`config.mk`:
```
export PLATFORM = sky130hd
export DESIGN_NAME = fixed_weight_loc_sampler
export DESIGN_NICKNAME = d
export VERILOG_FILES = /design/src/rtl/fixed_weight_loc_sampler_pkg.sv /design/src/rtl/fixed_weight_loc_sampler_mod_n_reduce.sv /design/src/rtl/fixed_weight_loc_sampler.sv
export SDC_FILE = /design/constraint.sdc
export NUM_CORES = 2
export LEC_CHECK = 0
export BUFFER_PORTS_ARGS = -buffer_cell sky130_fd_sc_hd__buf_2
export CAP_MARGIN = 15
export CORE_ASPECT_RATIO = 0.75
export CORE_UTILIZATION = 55
export CTS_CLUSTER_SIZE = 14
export DETAILED_ROUTE_END_ITERATION = 12
export MAX_ROUTING_LAYER = met4
export PLACE_DENSITY = 0.73
export SYNTH_ARGS = -nofsm -noshare
export SYNTH_HDL_FRONTEND = slang
export SYNTH_HIERARCHICAL = 1
export SYNTH_SLANG_ARGS = --single-unit
```
`constraint.sdc`:
```
create_clock -name clk -period 16.8 [get_ports clk]
set_input_delay 4.2 -clock clk [delete_from_list [all_inputs] [get_ports clk]]
set_output_delay 4.2 -clock clk [all_outputs]
set_load 0.005 [all_outputs]
```
`src/rtl/fixed_weight_loc_sampler_pkg.sv`:
```
// Shared constants and FSM encoding for the fixed-weight location sampler.
package fixed_weight_loc_sampler_pkg;

  // Code and sampling geometry
  localparam int unsigned N          = 17669;
  localparam int unsigned M          = 15;
  localparam int unsigned RAND_WIDTH = 24;
  localparam int unsigned WEIGHT     = 66;
  localparam int unsigned LOG_WEIGHT = $clog2(WEIGHT);
  localparam int unsigned CNT_W      = LOG_WEIGHT + 1;

  // Largest multiple of N below 2^RAND_WIDTH; keeps accepted candidates uniform mod N
  localparam int unsigned THRESHOLD  = ((2 ** RAND_WIDTH) / N) * N;

  // Barrett reduction constants
  localparam int unsigned      SHIFT  = RAND_WIDTH + M + 1;
  localparam longint unsigned  MU     = (64'd1 << SHIFT) / 64'(N);
  localparam int unsigned      MU_W   = $clog2(MU + 1);
  localparam int unsigned      PROD_W = RAND_WIDTH + MU_W;
  localparam int unsigned      Q_W    = PROD_W - SHIFT;
  localparam int unsigned      DIFF_W = RAND_WIDTH + 1;

  // Sampler control states
  typedef enum logic [1:0] {
    ST_IDLE   = 2'd0,
    ST_SAMPLE = 2'd1,
    ST_DRAIN  = 2'd2,
    ST_DONE   = 2'd3
  } state_t;

endpackage

```
`src/rtl/fixed_weight_loc_sampler_mod_n_reduce.sv`:
```
// Barrett mod-N pipe: registered quotient estimate, then subtract and one
// conditional correction. Fixed 2-cycle latency from in_* to the write edge.
module mod_n_reduce
  import fixed_weight_loc_sampler_pkg::*;
(
  input  logic                  clk,
  input  logic                  rst,
  input  logic                  in_valid,
  input  logic [RAND_WIDTH-1:0] in_cand,
  output logic                  out_valid_c,
  output logic [M-1:0]          loc_c
);

  logic [PROD_W-1:0]     prod_c;
  logic [Q_W-1:0]        q_c;
  logic                  s2_valid;
  logic [RAND_WIDTH-1:0] s2_cand;
  logic [Q_W-1:0]        s2_q;
  logic [DIFF_W-1:0]     qn_c;
  logic [DIFF_W-1:0]     diff_c;

  // Full-width product, shifted only after the multiply
  always_comb begin
    prod_c = PROD_W'(in_cand) * PROD_W'(MU);
    q_c    = Q_W'(prod_c >> SHIFT);
  end

  // S2 register: quotient estimate travels with its candidate
  always_ff @(posedge clk) begin
    if (rst) begin
      s2_valid <= 1'b0;
      s2_cand  <= '0;
      s2_q     <= '0;
    end else begin
      s2_valid <= in_valid;
      s2_cand  <= in_cand;
      s2_q     <= q_c;
    end
  end

  // S3: estimate is low by at most one, so a single subtract of N corrects it
  always_comb begin
    qn_c        = DIFF_W'(s2_q) * DIFF_W'(N);
    diff_c      = DIFF_W'(s2_cand) - qn_c;
    out_valid_c = s2_valid;
    if (diff_c >= DIFF_W'(N)) begin
      loc_c = M'(diff_c - DIFF_W'(N));
    end else begin
      loc_c = M'(diff_c);
    end
  end

endmodule

```
`src/rtl/fixed_weight_loc_sampler.sv`:
```
// Rejection-samples WEIGHT locations in [0, N-1] from a random word stream and
// stores them in a small buffer for the one-hot error-vector generator.
// Optional build macro LOC_SAMPLER_STATS_EN adds a per-run reject counter.
module fixed_weight_loc_sampler
  import fixed_weight_loc_sampler_pkg::*;
(
  input  logic                  clk,
  input  logic                  rst,
  input  logic                  start,
  output logic                  ready,
  input  logic [31:0]           rnd_in,
  input  logic                  rnd_valid,
  output logic                  rnd_ready,
  input  logic [LOG_WEIGHT-1:0] rd_addr,
  input  logic                  rd_en,
  output logic [M-1:0]          location,
  output logic [CNT_W-1:0]      loc_count,
  output logic                  done
`ifdef LOC_SAMPLER_STATS_EN
  ,
  output logic [15:0]           reject_count
`endif
);

  state_t                state;
  state_t                state_nxt;
  logic [CNT_W-1:0]      issue_cnt;
  logic [CNT_W-1:0]      issue_nxt;
  logic [CNT_W-1:0]      loc_nxt;
  logic                  clear_c;
  logic [RAND_WIDTH-1:0] cand_c;
  logic                  hs_c;
  logic                  acc_c;
  logic                  rej_c;
  logic                  unused_hi_c;
  logic                  s1_valid;
  logic [RAND_WIDTH-1:0] s1_cand;
  logic                  wr_c;
  logic [M-1:0]          wr_loc_c;
  logic [M-1:0]          loc_mem [WEIGHT];

  // Candidate accept test on the handshake cycle
  always_comb begin
    cand_c      = rnd_in[RAND_WIDTH-1:0];
    unused_hi_c = ^rnd_in[31:RAND_WIDTH];
    hs_c        = rnd_valid & rnd_ready;
    acc_c       = hs_c & (cand_c < RAND_WIDTH'(THRESHOLD));
    rej_c       = hs_c & ~acc_c;
  end

  // Next-state, issue counter and write counter
  always_comb begin
    state_nxt = state;
    issue_nxt = issue_cnt;
    clear_c   = 1'b0;
    loc_nxt   = wr_c ? loc_count + CNT_W'(1) : loc_count;
    unique case (state)
      ST_IDLE: begin
        if (start) begin
          state_nxt = ST_SAMPLE;
          clear_c   = 1'b1;
        end
      end
      ST_SAMPLE: begin
        if (acc_c) begin
          issue_nxt = issue_cnt + CNT_W'(1);
          if (issue_nxt == CNT_W'(WEIGHT)) begin
            state_nxt = ST_DRAIN;
          end
        end
      end
      ST_DRAIN: begin
        if (loc_nxt == CNT_W'(WEIGHT)) begin
          state_nxt = ST_DONE;
        end
      end
      ST_DONE: begin
        if (start) begin
          state_nxt = ST_SAMPLE;
          clear_c   = 1'b1;
        end else begin
          state_nxt = ST_IDLE;
        end
      end
      default: state_nxt = ST_IDLE;
    endcase
    if (clear_c) begin
      issue_nxt = '0;
      loc_nxt   = '0;
    end
  end

  // State, counters and registered control outputs
  always_ff @(posedge clk) begin
    if (rst) begin
      state     <= ST_IDLE;
      issue_cnt <= '0;
      loc_count <= '0;
      ready     <= 1'b1;
      rnd_ready <= 1'b0;
      done      <= 1'b0;
    end else begin
      state     <= state_nxt;
      issue_cnt <= issue_nxt;
      loc_count <= loc_nxt;
      ready     <= (state_nxt == ST_IDLE) || (state_nxt == ST_DONE);
      rnd_ready <= (state_nxt == ST_SAMPLE) && (issue_nxt < CNT_W'(WEIGHT));
      done      <= (state_nxt == ST_DONE);
    end
  end

  // S1: every candidate is registered; only the valid bit depends on acceptance
  always_ff @(posedge clk) begin
    if (rst) begin
      s1_valid <= 1'b0;
      s1_cand  <= '0;
    end else begin
      s1_valid <= acc_c;
      s1_cand  <= cand_c;
    end
  end

  mod_n_reduce u_reduce (
    .clk         (clk),
    .rst         (rst),
    .in_valid    (s1_valid),
    .in_cand     (s1_cand),
    .out_valid_c (wr_c),
    .loc_c       (wr_loc_c)
  );

  // Location buffer write port
  always_ff @(posedge clk) begin
    if (wr_c) begin
      loc_mem[loc_count[LOG_WEIGHT-1:0]] <= wr_loc_c;
    end
  end

  // Registered read port; same-address write in the same cycle returns old data
  always_ff @(posedge clk) begin
    if (rst) begin
      location <= '0;
    end else if (rd_en) begin
      if (rd_addr < LOG_WEIGHT'(WEIGHT)) begin
        location <= loc_mem[rd_addr];
      end else begin
        location <= '0;
      end
    end
  end

`ifdef LOC_SAMPLER_STATS_EN
  // Per-run saturating reject counter
  always_ff @(posedge clk) begin
    if (rst) begin
      reject_count <= '0;
    end else if (clear_c) begin
      reject_count <= '0;
    end else if (rej_c && (reject_count != 16'hFFFF)) begin
      reject_count <= reject_count + 16'd1;
    end
  end
`endif

endmodule

```
# Word level (Yosys, flattened, before mapping)
# Memory sizes are Yosys's and may differ from the RTL's.
# Index checks and enable logic that the tools add are counted.
# op_classes
multipliers	2
add_sub_neg	4
muxes	16
reduce_logical	6
magnitude_cmp	4
eq_ne	7
bitwise_logic	2
# op_table
operator	n
$mul A24 B20 Y44 const B	1
$mux W8	4
$mux W15	2
$ge A25 B15 Y1 const B	1
$mul A10 B15 Y25 const B	1
$sub A24 B25 Y25	1
$lt A24 B24 Y1 const B	1
$add A8 B1 Y8 const B	2
$eq A8 B7 Y1 const B	2
$sub A15 B15 Y15 const B	1
$lt A8 B7 Y1 const B	1
$mux W2	4
$pmux W2 S4	1
$lt A7 B7 Y1 const B	1
$eq A2 B2 Y1 const B	3
$mux W1	5
$eq A2 B1 Y1 const B	2
$logic_not A2 Y1	2
$reduce_or A2 Y1	2
$and A1 B1 Y1	2
$logic_and A1 B1 Y1	1
$logic_or A1 B1 Y1	1
# word_totals
out_inout_bits	26
ram_bits	990
wordCells	54
register_bits	96
n_memories	1
# mem_list
memory	words	width	rd	rd_clocked_by_memory_dff	wr	line_no	text
loc_mem	66	15	1	0	1	fixed_weight_loc_sampler.sv:40	logic [M-1:0] loc_mem [WEIGHT];

# Depth between registers and ports, before layout
# depth
depth_word	7
mapped_depth	23

# Cells and area by module
# The synthesis kept the hierarchy.
# by_module_without_submodules
mod	cells_per_inst	area_each_um2	n_inst
fixed_weight_loc_sampler	1983	40457.6	1
mod_n_reduce	1433	13285.2	1

# Worst setup path after synthesis
# Ideal clock, no wire load.
# synth_path
path_type	flip-flop to flip-flop
start	reg u_reduce.s2_q[1]
end	mem loc_mem[0][10], data pin
required_ns	16.158
slack_ns	9.264
path_stages_with_launch	17
t_arrival_ns	6.894
period_less_slack_ns	7.536
cell_sequence	dfxtp_1 > ha_1 > inv_1 > fa_1 > fa_1 > fa_1 > ha_1 > buf_4 > nand2_1 > or4_1 > a211o_1 > a21boi_2 > mux2i_1 > or4_4 > or3_1 > buf_6 > a2111oi_2
# synth_between
elab_chain_cells	4
# synth_rtl
element	line_no	text
from (decl)	fixed_weight_loc_sampler_mod_n_reduce.sv:18	logic [Q_W-1:0] s2_q;
from (signal assigned)	fixed_weight_loc_sampler_mod_n_reduce.sv:37	s2_q <= q_c;
$mul A10 B15 Y25 (*)	fixed_weight_loc_sampler_mod_n_reduce.sv:43	qn_c = DIFF_W'(s2_q) * DIFF_W'(N);
$sub A24 B25 Y25 (*)	fixed_weight_loc_sampler_mod_n_reduce.sv:44	diff_c = DIFF_W'(s2_cand) - qn_c;
$ge A25 B15 Y1 or $sub A15 B15 Y15 (tied branches)	fixed_weight_loc_sampler_mod_n_reduce.sv:46, fixed_weight_loc_sampler_mod_n_reduce.sv:47	
$mux W15 (*)	fixed_weight_loc_sampler_mod_n_reduce.sv:46	if (diff_c >= DIFF_W'(N)) begin
via wr_loc_c[10]	fixed_weight_loc_sampler.sv:39	logic [M-1:0] wr_loc_c;
to (decl)	fixed_weight_loc_sampler.sv:40	
# Mark *: on every way through the listed nets, which the timed path passes. The rest lies on a longest branch.

# Worst setup path after layout
# layout_path
start	in rd_addr[0]
end	reg location[12]
# layout_between
elab_chain_cells	2
# layout_rtl
element	line_no	text
from (decl)	fixed_weight_loc_sampler.sv:14	input logic [LOG_WEIGHT-1:0] rd_addr,
$mem_v2 Z66 W15 or $lt A7 B7 Y1 (tied branches)	-	
$mux W15 (*)	fixed_weight_loc_sampler.sv:144	if (rd_addr < LOG_WEIGHT'(WEIGHT)) begin
to (signal assigned)	fixed_weight_loc_sampler.sv:145	location <= loc_mem[rd_addr];
to (decl)	fixed_weight_loc_sampler.sv:16	output logic [M-1:0] location,
# Every way passes the cells marked *; elsewhere a longest branch is shown, timed or not.
# A chain may end at the register's enable or synchronous reset.

==> run summary <==
The run finished with clean final reports. The met1 wire length came out at 57,600 um. The routed layout has 30,400 vias. The total met3 wirelength after detailed routing came out at around 16,000 um. The total area inside the core boundary comes to between 90,000 and 100,000 um^2.

The start of the worst register-to-register path is s1_cand[6]. The part of the Yosys area used for sequential elements is between 50% and 60%. Once layout is complete, the utilization of the core stands at 61.5%. The count of cells resized by post-cts repair is 0. The clock period minus final worst setup slack came out at 7.76 ns. The Yosys step of the flow raised 6 warnings. The via count of the first global-routing pass was around 30,000. The final RePlAce weighted congestion came out at 0.944. The starting utilization of the core area came out at 56.0%. The remaining global-route overflow came out at 0. The initial antenna violation count came out at 3. Ranked by total cell area, the synthesized netlist is headed by edfxtp_1 (55%), mux4_2 (10%), fa_1 (7.7%), ha_1 (7.4%), dfxtp_1 (3.6%). The top cell type by total area after synthesis is edfxtp_1. The share of flip-flops with an asynchronous set or reset came out at 0%. The clock tree skew after final layout came out at slightly above 0.04 ns. The per-cell routed wire length came out at 26.4 um. The met2 routed wirelength is ~53,000 um. Wires add up to ~130,000 um. The actual transition at the worst max-transition pin came out at 1.13 ns. The synthesized netlist cell count came out at around 3,400. The most used flip-flop cell after synthesis is edfxtp_1.

The net count of the finished layout came out at 4,094. The ratio of routed vias to standard cells is about 6.2. The final-layout fill cell count came out at just under 7,000. The total clock buffers created by CTS came out at 98. The share of layout cells above drive strength 1 is between 15 and 20%. The count of distinct cell types in the synthesized netlist is 86. Each instance of the synthesized netlist takes up on average approximately 16 um^2. The most frequent standard cell in the layout excluding fill and tap cells is edfxtp_1. 70 I/O pins were placed. The H-tree depth came out at 3.

The cell count after placement came out at around 4,700. The worst setup path is launched from a primary input. Buffers added to address setup during post-CTS repair amount to 0. The clock-pin transition on the worst setup and hold timing paths is around 0.070 ns.

Summing every instance area after synthesis gives about 54,000 um^2. The worst hold-check path type is reg2reg. Setup repair after global routing left no endpoint under its margin. In this run, synthesis inferred 990 flip-flops with an integrated enable. The final total negative setup slack came out at 0 ns.

In this run the vertical extent of the chip is about 270 um. In this run the critical register-to-register path is captured at u_reduce/s2_q[3]. The critical path starts at rd_addr[0]. The combined area of the multi-input logic cells came out at ~20,000 um^2. The die width came out at ~360 um.

The pin count of the biggest net entering global routing is 138. The later pin in the worst-skew pair is clocked with a latency of 0.71 ns. The share of Yosys cell area claimed by the top area cell type came out at a little under three fifths.

The largest fanout on the critical path is roughly 100. The combined global-route utilization of all metal layers came out at 27.6%. For this block, the initial DRC count from the detailed router was approximately 3,800. The clock passes through at most 3 buffers. The count of placed standard cells in the final layout, fillers left out is approximately 4,900. Leaving out fill and tap cells, the most frequent cells in the layout are edfxtp_1 (990), inv_1 (404), ha_1 (316).

The first-pass iteration count of the detailed router is 6. In the routed design, unresolved DRC markers number 0. The end of the critical path is location[12]. The post-detailed-route count of antenna-violating nets is 0.

The max-slew violation count came out at 0. The count of endpoints failing setup in the final report came out at 0. STA puts the critical path data required time at approximately 17 ns. STA classifies the critical path endpoint as a flop.

The number of sinks driven by the clock tree came out at about 1,100. The final period utilization is a little under half. The worst path arrival time came out at roughly 8.3 ns.

The die area is about 100,000 um^2. The post-cts hold buffer count is 0. Across the run, the number of max-cap violations was 0. The highest metal layer carrying signal wires in the routed design is met4. The layout-stage area growth over the synthesis result is 9.82%. The global-route wire length before repair came out at a little under 200,000 um. The kind of critical path is in2reg. The placement row count is 98. The relative slew slack is between 20% and 30%.

The HPWL after detailed placement is 86,800 um. The number of failing hold endpoints at the final stage came out at 0. The number of buffer cells added on primary ports came out at between 60 and 70. The CTS tree is done. The area taken by flip-flops and latches is between 30,000 and 40,000 um^2. The register-to-register setup slack is between 9 and 10 ns. The number of cell instances on the worst register-to-register path is 20. The maximum achievable frequency came out at 0.129 GHz.

The count of state elements after synthesis is about 1,100. The post-synthesis net count is ~4,000. The cell sitting at the root of the clock tree is a clkbuf_16.
[logic make-up after synthesis]
logic type / share of synthesized area, %
multiplexers: 10.9
AO/OA/AOI/OAI: 5.21
adder cells (fa/ha/maj): 15.1
flip-flops: 58.9
buffers and inverters: 3.97
XOR/XNOR: 0.880
AND/OR/NAND/NOR: 5.08
[cells in the mapped netlist (9+ instances only)]
cell       number
a2111oi_0       9
a211o_1         9
a211oi_1       24
a21o_1         32
a21oi_1        66
a221oi_1        9
a22oi_1        55
a31oi_1        10
a41oi_1        10
and2_1         15
and3_1          9
buf_1          16
buf_2          30
buf_4          11
clkbuf_1       72
dfxtp_1        96
edfxtp_1      990
fa_1          207
ha_1          316
inv_1         404
mux2i_1        27
mux4_2        244
nand2_1       109
nand2b_1       15
nand3_1        50
nand4_1        23
nor2_1        160
nor2b_1        70
nor3_1         28
nor4_1         10
o211ai_1       20
o21a_1         10
o21ai_0        43
or2_2          10
or3_1          11
xnor2_1        35
xor2_1         19
[metrics by stage]
stage,instance area [um^2],setup slack [ns],hold slack [ns]
5_1_grt,59000,8.78,0.463
3_3_place_gp,55900,8.32,0.430
6_report,59000,9.04,0.448
4_1_cts,59000,8.98,0.451
2_1_floorplan,53700,9.26,0.414
3_5_place_dp,55900,8.22,0.428
[how the worst min path moves through the flow]
stage | slack [ns] | to | startpoint | cells after the start
floorplan | 0.41 | u_reduce/out_valid_c | s1_valid | 1
global placement | 0.43 | u_reduce/out_valid_c | s1_valid | 1
detailed placement | 0.43 | u_reduce/out_valid_c | s1_valid | 1
CTS | 0.45 | u_reduce/out_valid_c | s1_valid | 1
global route | 0.46 | u_reduce/out_valid_c | s1_valid | 1
finish | 0.45 | u_reduce/out_valid_c | s1_valid | 1
[registers in the layout, summed over array words and instances, names as in the netlist]
signal	count
done	1
issue_cnt	8
loc_count	8
loc_mem	990
location	15
ready	1
rnd_ready	1
s1_cand	24
s1_valid	1
state	2
u_reduce/out_valid_c	1
u_reduce/s2_cand	24
u_reduce/s2_q	10
[layout make-up]
class	instances	share of cell area (%)
flip-flops and latches	1086	53.6
clock inverters	45	0.825
diodes	2	0.00848
clock buffers	130	4.38
inverters	405	2.58
well taps	1300	2.76
multi-input cells	1791	34.2
repair buffers	145	1.66
[worst max-delay path: stages]
cell	delay (ns)
buf_8	0.54
buf_12	0.54
buf_4	0.83
mux4_2	0.61
mux4_2	0.57
a2111oi_0	0.56
nor2_1	0.11
[layer usage]
layer / vias to the layer above / global-route usage [%]
li1: 13100 / -
met1: 15600 / 42.7
met5: - / -
met2: 1646 / 35.6
met4: 0 / 6.50
met3: 165 / 7.91
Power is not shown: default switching activity piles up to over one toggle a cycle in this logic, so the estimate is an artifact.
